**src/rtl/vga_timing_gen.sv**
```systemverilog
// rtl/vga_timing_gen.sv - parametrised VGA sync/timing generator with ROI window and pixel clock-enable
module vga_timing_gen #(
   parameter int H_ACTIVE = 640,
   parameter int H_FP     = 16,
   parameter int H_SYNC   = 96,
   parameter int H_BP     = 48,
   parameter int V_ACTIVE = 480,
   parameter int V_FP     = 10,
   parameter int V_SYNC   = 2,
   parameter int V_BP     = 33,
   parameter int H_POL    = 0,
   parameter int V_POL    = 0,
   parameter int WIN_X0   = 288,
   parameter int WIN_Y0   = 208,
   parameter int WIN_W    = 64,
   parameter int WIN_H    = 64,
   parameter int CW       = 11
) (
   input  logic          clk,
   input  logic          reset,
   input  logic          pix_ce,
   output logic          h_sync,
   output logic          v_sync,
   output logic          active_video,
   output logic [CW-1:0] pix_x,
   output logic [CW-1:0] pix_y,
   output logic          line_start,
   output logic          frame_start,
   output logic          win_active,
   output logic [CW-1:0] win_x,
   output logic [CW-1:0] win_y
);

   localparam int H_TOTAL = H_ACTIVE + H_FP + H_SYNC + H_BP;
   localparam int V_TOTAL = V_ACTIVE + V_FP + V_SYNC + V_BP;
   localparam int MAX_TOTAL = (H_TOTAL > V_TOTAL) ? H_TOTAL : V_TOTAL;

   localparam logic [CW-1:0] H_LAST   = CW'(H_TOTAL - 1);
   localparam logic [CW-1:0] V_LAST   = CW'(V_TOTAL - 1);
   localparam logic [CW-1:0] H_ACT    = CW'(H_ACTIVE);
   localparam logic [CW-1:0] V_ACT    = CW'(V_ACTIVE);
   localparam logic [CW-1:0] HS_BEG   = CW'(H_ACTIVE + H_FP);
   localparam logic [CW-1:0] HS_END   = CW'(H_ACTIVE + H_FP + H_SYNC);
   localparam logic [CW-1:0] VS_BEG   = CW'(V_ACTIVE + V_FP);
   localparam logic [CW-1:0] VS_END   = CW'(V_ACTIVE + V_FP + V_SYNC);
   localparam logic [CW-1:0] WX_BEG   = CW'(WIN_X0);
   localparam logic [CW-1:0] WX_END   = CW'(WIN_X0 + WIN_W);
   localparam logic [CW-1:0] WY_BEG   = CW'(WIN_Y0);
   localparam logic [CW-1:0] WY_END   = CW'(WIN_Y0 + WIN_H);
   localparam logic [CW-1:0] ONE      = CW'(1);
   localparam logic          HP       = (H_POL != 0);
   localparam logic          VP       = (V_POL != 0);

   if (WIN_X0 + WIN_W > H_ACTIVE) begin : g_chk_win_x
      $error("vga_timing_gen: window exceeds active width");
   end
   if (WIN_Y0 + WIN_H > V_ACTIVE) begin : g_chk_win_y
      $error("vga_timing_gen: window exceeds active height");
   end
   if ((64'd1 << CW) <= 64'(MAX_TOTAL)) begin : g_chk_cw
      $error("vga_timing_gen: CW too narrow for line/frame totals");
   end

   logic [CW-1:0] x;
   logic [CW-1:0] y;
   logic          act_d;
   logic          hs_d;
   logic          vs_d;
   logic          win_d;

   // Decode works on the pre-advance position; outputs register it on the same ce edge.
   always_comb begin
      act_d = (x < H_ACT) && (y < V_ACT);
      hs_d  = (x >= HS_BEG) && (x < HS_END);
      vs_d  = (y >= VS_BEG) && (y < VS_END);
      win_d = (x >= WX_BEG) && (x < WX_END) && (y >= WY_BEG) && (y < WY_END);
   end

   always_ff @(posedge clk) begin
      if (reset) begin
         x            <= '0;
         y            <= '0;
         h_sync       <= ~HP;
         v_sync       <= ~VP;
         active_video <= 1'b0;
         pix_x        <= '0;
         pix_y        <= '0;
         line_start   <= 1'b0;
         frame_start  <= 1'b0;
         win_active   <= 1'b0;
         win_x        <= '0;
         win_y        <= '0;
      end else if (pix_ce) begin
         if (x == H_LAST) begin
            x <= '0;
            if (y == V_LAST) y <= '0;
            else             y <= y + ONE;
         end else begin
            x <= x + ONE;
         end
         h_sync       <= hs_d ? HP : ~HP;
         v_sync       <= vs_d ? VP : ~VP;
         active_video <= act_d;
         pix_x        <= x;
         pix_y        <= y;
         line_start   <= (x == '0);
         frame_start  <= (x == '0) && (y == '0);
         win_active   <= win_d;
         win_x        <= win_d ? (x - WX_BEG) : '0;
         win_y        <= win_d ? (y - WY_BEG) : '0;
      end
   end

endmodule

```
**config.mk**
```make
export PLATFORM = sky130hd
export DESIGN_NAME = vga_timing_gen
export DESIGN_NICKNAME = d
export VERILOG_FILES = /design/src/rtl/vga_timing_gen.sv
export SDC_FILE = /design/constraint.sdc
export NUM_CORES = 1
export LEC_CHECK = 0
export CORE_MARGIN = 2
export CORE_UTILIZATION = 53
export DETAILED_ROUTE_END_ITERATION = 8
export PLACE_DENSITY = 0.9
export SETUP_SLACK_MARGIN = 0.2
export SYNTH_ARGS = -nofsm -noshare
export SYNTH_HDL_FRONTEND = slang
export SYNTH_SLANG_ARGS = --single-unit
export TNS_END_PERCENT = 20
```
**constraint.sdc**
```tcl
create_clock -name clk -period 2.7 [get_ports clk]
set_input_delay 0.405 -clock clk [delete_from_list [all_inputs] [get_ports clk]]
set_output_delay 0.405 -clock clk [all_outputs]
set_load 0.1 [all_outputs]
```
==> out/summary.txt, run 1 <==
largest net degree at the start of global routing - 21
post-cts sizing count - 0
total negative slack - 0 ns
register area share after synthesis - 45.3%
Core Region - 0.00585 sq mm
Hold Path Class - reg -> reg
1st-pass router iterations - 5
synthesized net count - 383
Final min period - 2.34 ns
Die Y-Extent - 81.5 um
Clk Latency, worst-skew pair - 0.35 ns
Routed wire per std cell - 15.0 um
Port-buffer cells - 52
net load switching power - 0.466 mW
Mapped Cells - 369
grt ovf - 0
synthesized area per cell - 8.62 sq um
R2R Setup Slk - 0.36 ns
final wirelength - 7.34 mm
Design Power - 2.04 mW
# DRC - 0
clk sinks - 72
fill count - 497
Synth warnings - 0
initial antenna violation count - 0
postcts setup bufs - 0
Total GRT Usage - 23.4%
Tcrit/Tclk final - 86.8%
cts hold-fix bufs - 0
Starting Density - 54.4%
status - finished clean
crit-path max cell delay - 0.56 ns
Required @ worst endpoint - 2.97 ns
critical path class - reg -> reg
antenna cells - 0
global-route wire length before repair - 11.7 mm
DR vias - 2,818
post-route ant nets - 0
number of DRC markers in iteration 0 - 248
most frequent cells in the layout - dfxtp_1, buf_4, nand2_1
DP Wirelength - 5.21 mm
Worst Skew - 0.0107 ns
most common cell after layout, fill and taps aside - dfxtp_1
GPL Wtd Cong - 0.984
Post-Syn Area - 0.00318 sq mm
Max Root-Sink Buffers - 2
CP Max Fanout - 13
RSZ-0062 raised after global routing - no
row count - 28
final hold violations - 0
Crit. End Element - flop
slew margin rel. - 46.8%
Final nets - 425
crit-path leading delay family - simple AND/OR/NAND/NOR gates
leakage power - 1.53 nW
Int Pwr - 1.57 mW
arrival time worst endpoint - 2.62 ns
TritonCTS clock tree - built
WHS Path Cells - 2
Fmax achieved - 427 MHz
Synth Register Bits - 72
worst path buffer plus inverter count - 0
fraction of layout cells with a size suffix above 1 - 19.5%
Clk Tree Root Cell - clkbuf_8
htree depth - 3
TritonCTS buffer count - 9
critical path, cell by cell - or3b_1, or3_4, or4_1, a21oi_1
vias in the first global route - 2,541
worst reg-to-reg path cell count - 4
clock slew at reported path FFs - 0.07 ns
Die X - 81.5 um
Area Growth Syn to Fin - 19.8%
Netlist cell types - 42
CP max stage cell - dfxtp_1
Max-Cap Viols - 0
Comb pwr share - 5.7%
VDD IR max - 305 uV
Seq pwr share - 52.6%
routed vias/inst - 5.74
cell count along the critical path - 4
die area - 0.00664 sq mm
Switching Fraction - 22.8%
clock share of power - 41.6%
Slew @ Worst Pin - 0.795 ns
type of origin of the critical path - flop
Slew Viols, Final - 0
fin util - 65.1%
final setup fails - 0
IO Pins - 53
PwrDens - 536 mW/mm^2
-- final cells by class --
type	count	area (sq um)	share of cell area [%]
Clock buffer	13	159	4.17
Clock inverter	3	40.0	1.05
Inverter	20	75.1	1.97
Multi-Input combinational cell	248	1550	40.7
Sequential cell	72	1440	37.8
Tap cell	75	93.8	2.46
Timing Repair Buffer	60	450	11.8
-- Yosys cell counts --
library cell   n  area [sq um]
o31ai_2        1          12.5
o21ai_0       31           155
nor2_1        37           139
nand2_1       40           150
buf_2          3          15.0
nand4b_1       1          8.76
xor2_1         4          35.0
dfxtp_1       72          1440
nor3_1         7          35.0
nand3_1        7          35.0
a32oi_1        1          8.76
clkbuf_1      19          71.3
mux2i_1       20           200
nand4_1       12          75.1
a31o_2         2          17.5
buf_4          1          7.51
a21oi_1       17          85.1
o41ai_1        3          26.3
or3_1          4          25.0
nor4b_1        1          8.76
or4b_2         1          10.0
inv_1         20          75.1
clkbuf_2       1          5.00
and4_1         1          8.76
o21bai_1       1          7.51
o2111ai_2      1          15.0
or4_1          3          22.5
and3_1         2          12.5
a31oi_1        2          12.5
buf_1          4          15.0
nor4_1        11          68.8
xnor2_1       14           123
buf_6          1          11.3
o2111ai_1      1          8.76
nand2b_1       1          6.26
and4b_1        1          10.0
nand3b_1       2          15.0
or3_4          1          11.3
ha_1          11           138
or2_2          2          12.5
o31ai_1        3          22.5
or3b_1         2          17.5
-- final timing paths --
check,startpoint,endpoint
hold / removal,win_x[8],win_x[8]
setup reg to reg,x[8],y[10]
setup / recovery,x[8],y[10]
hold reg to reg,win_x[8],win_x[8]
-- power groups by stage --
stage | clock [mW] | sequential [mW] | combinational [mW]
5_1_grt | 0.901 | 1.07 | 0.124
3_5_place_dp | 0 | 1.10 | 0.115
6_report | 0.850 | 1.07 | 0.117
4_1_cts | 0.861 | 1.07 | 0.116
2_1_floorplan | 0 | 1.13 | 0.0530
3_3_place_gp | 0 | 1.10 | 0.113
-- worst reg2reg max path: stages (launching register included) --
cell     delay (ns)
dfxtp_1        0.56
or3b_1         0.51
or3_4          0.50
or4_1          0.53
a21oi_1        0.18
-- logic make-up (layout without fill, tap and decap cells) --
family                   Yosys count  count (layout)  share of synthesized area [%]
adder cells (fa/ha/maj)           11              11                           4.33
buffers and inverters             49              96                           6.29
AND/OR/NAND/NOR                  136             136                           21.1
XOR/XNOR                          18              18                           4.96
AO/OA/AOI/OAI                     63              63                           11.7
flip-flops                        72              72                           45.3
multiplexers                      20              20                           6.29
-- per-layer routing --
layer	global-route usage [%]	share of wire [%]
met1	30.2	44
met5	0	0
met2	34.8	45
met4	14.9	2.8
met3	6.04	8.2
-- flip-flops by register name, summed over array words and instances (netlist names) --
register,cells
active_video,1
x,11
frame_start,1
pix_y,11
win_y,11
v_sync,1
pix_x,11
line_start,1
y,11
win_active,1
win_x,11
h_sync,1
-- through the flow --
| stage | setup WS, ns | instance area [sq um] | hold slack [ns] | cells |
|---|---|---|---|---|
| after floorplan | 0.709 | 3180 | 0.483 | 369 |
| after global placement | 0.491 | 3600 | 0.435 | 475 |
| after detailed placement | 0.401 | 3600 | 0.445 | 475 |
| after CTS | 0.363 | 3800 | 0.460 | 491 |
| after global routing | 0.263 | 3810 | 0.487 | 491 |
| final | 0.356 | 3810 | 0.452 | 491 |
No activity file was read; power rests on OpenSTA's default activity.
==> inputs of run 2 (changes only) <==
--- a/config.mk
+++ b/config.mk
@@ -8,6 +8,7 @@
 export CORE_MARGIN = 2
 export CORE_UTILIZATION = 53
 export DETAILED_ROUTE_END_ITERATION = 8
+export MAX_ROUTING_LAYER = met4
 export PLACE_DENSITY = 0.9
 export SETUP_SLACK_MARGIN = 0.2
 export SYNTH_ARGS = -nofsm -noshare
==> run 2 against run 1 <==
Net effect:
- die area did not move
- largest power group unchanged
- first-iteration DRC count rose by 38%
- worst hold slack improved by 0.0030 ns
==> out/summary.txt, run 2 (synthesis results as in run 1) <==
clock slew at reported path FFs - 0.07 ns (about the same)
post-route ant nets - 0 (unchanged)
WHS Path Cells - 2 (unchanged)
status - finished clean
clock share of power - 40.4% (-1.2 points)
Final min period - 2.33 ns (-0.0136 ns)
Tcrit/Tclk final - 86.3% (-0.50 points)
IO Pins - 53 (unchanged)
fill count - 479 (-3.6%)
most common cell after layout, fill and taps aside - dfxtp_1
CP Max Fanout - 13 (unchanged)
Placed Cells - 475 (unchanged)
VDD IR max - 379 uV (+24%)
critical path class - reg -> reg
Starting Density - 54.4% (unchanged)
net load switching power - 0.485 mW (+3.9%)
die area - 0.00664 sq mm (unchanged)
routed vias/inst - 5.80 (+0.99%)
crit-path max cell delay - 0.55 ns (about the same)
Die X - 81.5 um (unchanged)
Seq pwr share - 53.7% (+1.1 points)
TritonCTS clock tree - built
grt ovf - 0 (unchanged)
cts hold-fix bufs - 0 (unchanged)
RSZ-0062 raised after global routing - no
PwrDens - 527 mW/mm^2 (-1.6%)
worst reg-to-reg path cell count - 4 (unchanged)
Critical R2R Launch - x[8]
DP Wirelength - 5.39 mm (+3.6%)
Area Growth Syn to Fin - 19.4%
clk sinks - 72 (unchanged)
Required @ worst endpoint - 2.98 ns (about the same)
total negative slack - 0 ns (unchanged)
Worst Skew - 0.00835 ns (-0.00236 ns)
Switching Fraction - 24.2% (+1.4 points)
initial antenna violation count - 0 (unchanged)
type of origin of the critical path - flop
worst hold slack - 0.455 ns (+0.00304 ns)
final setup fails - 0 (unchanged)
Clk Latency, worst-skew pair - 0.35 ns (about the same)
fraction of layout cells with a size suffix above 1 - 20.0% (+0.48 points)
Total GRT Usage - 25.8% (+2.3 points)
Core Region - 0.00585 sq mm (unchanged)
most frequent cells in the layout - dfxtp_1, buf_4, nand2_1
Crit. End Element - flop
R2R Setup Slk - 0.37 ns (about the same)
critical path, cell by cell - or3b_1, or3_4, or4_1, a21oi_1
Slew @ Worst Pin - 0.766 ns (-0.0290 ns)
Die Y-Extent - 81.5 um (unchanged)
Comb pwr share - 5.9% (+0.2 points)
Clk Tree Root Cell - clkbuf_8
DR vias - 2,846 (+0.99%)
vias in the first global route - 2,641 (+3.9%)
Routed wire per std cell - 15.5 um (+3.6%)
htree depth - 3 (unchanged)
largest net degree at the start of global routing - 23 (+9.5%)
GPL Wtd Cong - 1.01 (+2.9%)
final wirelength - 7.61 mm (+3.6%)
Hold Path Class - reg -> reg
number of DRC markers in iteration 0 - 342 (+38%)
leakage power - 1.52 nW (-0.32%)
FF/Latch Area - 0.00144 sq mm (unchanged)
Final nets - 425 (unchanged)
final hold violations - 0 (unchanged)
slew margin rel. - 48.7% (+1.9 points)
Port-buffer cells - 52 (unchanged)
global-route wire length before repair - 12.6 mm (+7.2%)
# DRC - 0 (unchanged)
postcts setup bufs - 0 (unchanged)
Int Pwr - 1.52 mW (-3.7%)
Max Root-Sink Buffers - 2 (unchanged)
HP Start - win_y[9]
CP max stage cell - dfxtp_1
arrival time worst endpoint - 2.61 ns (about the same)
Slew Viols, Final - 0 (unchanged)
1st-pass router iterations - 5 (unchanged)
antenna cells - 0 (unchanged)
TritonCTS buffer count - 9 (unchanged)
Max-Cap Viols - 0 (unchanged)
area of the multi-input gates - 0.00155 sq mm (unchanged)
row count - 28 (unchanged)
r2r endpoint - y[10]
Fmax achieved - 429 MHz (+0.58%)
Worst Hold End - win_y[9]
final standard cell count with taps included and fillers excluded - 491 (unchanged)
## run 2: cell types whose count changed in the layout (fill, tap and decap cells not counted), sizes merged
cell      delta
clkinvlp     +1
clkinv       +3
clkbuf       -4
## run 2: final cells by class
type | count | area share (%)
Clock inverter | 7 | 1.65
Multi-Input combinational cell | 248 | 40.8
Timing Repair Buffer | 60 | 11.9
Sequential cell | 72 | 38.0
Inverter | 20 | 1.98
Tap cell | 75 | 2.47
Clock buffer | 9 | 3.26
## run 2: worst max path at each step
stage          start        to  slack, ns  cells after the start
2_1_floorplan   x[6]      y[9]       0.71                      7
3_3_place_gp    x[8]     y[10]       0.50                      4
3_5_place_dp    x[0]  win_y[4]       0.43                      6
4_1_cts         x[0]  win_y[4]       0.40                      6
5_1_grt         x[8]     y[10]       0.21                      4
6_report        x[8]     y[10]       0.37                      4
## run 2: timing repair
action	CTS	global route
endpoints found under the setup margin	0	8
resized for setup	0	1
endpoints found under the hold margin	0	0
## run 2: critical path: cells and delay by family (launching register included)
| kind | cells | cell delay, ns |
|---|---|---|
| and+or+nand+nor | 3 | 1.53 |
| DFF | 1 | 0.55 |
| AOI/OAI and AO/OA | 1 | 0.17 |
## run 2: power groups by stage
stage / sequential, mW / combinational [mW] / clock [mW]
floorplan: 1.13 / 0.0530 / 0
global placement: 1.10 / 0.113 / 0
detailed placement: 1.10 / 0.116 / 0
CTS: 1.07 / 0.116 / 0.823
global route: 1.07 / 0.125 / 0.870
finish: 1.07 / 0.117 / 0.810
## run 2: stage by stage
stage | util [%] | worst slack, ns | power [mW] | area (sq um)
final | 64.9 | 0.369 | 2.00 | 3800
after global routing | 64.9 | 0.208 | 2.07 | 3800
after CTS | 64.7 | 0.400 | 2.01 | 3790
after detailed placement | 61.5 | 0.426 | 1.21 | 3600
after global placement | 61.5 | 0.499 | 1.21 | 3600
after floorplan | - | 0.709 | 1.19 | 3180
## run 2: per-layer routing
metal	up-vias	track usage, %	routed length [um]
met5	-	-	0
met4	0	13.9	186
met3	24	6.04	748
met2	163	37.4	3530
met1	1300	33.2	3140
li1	1359	-	-
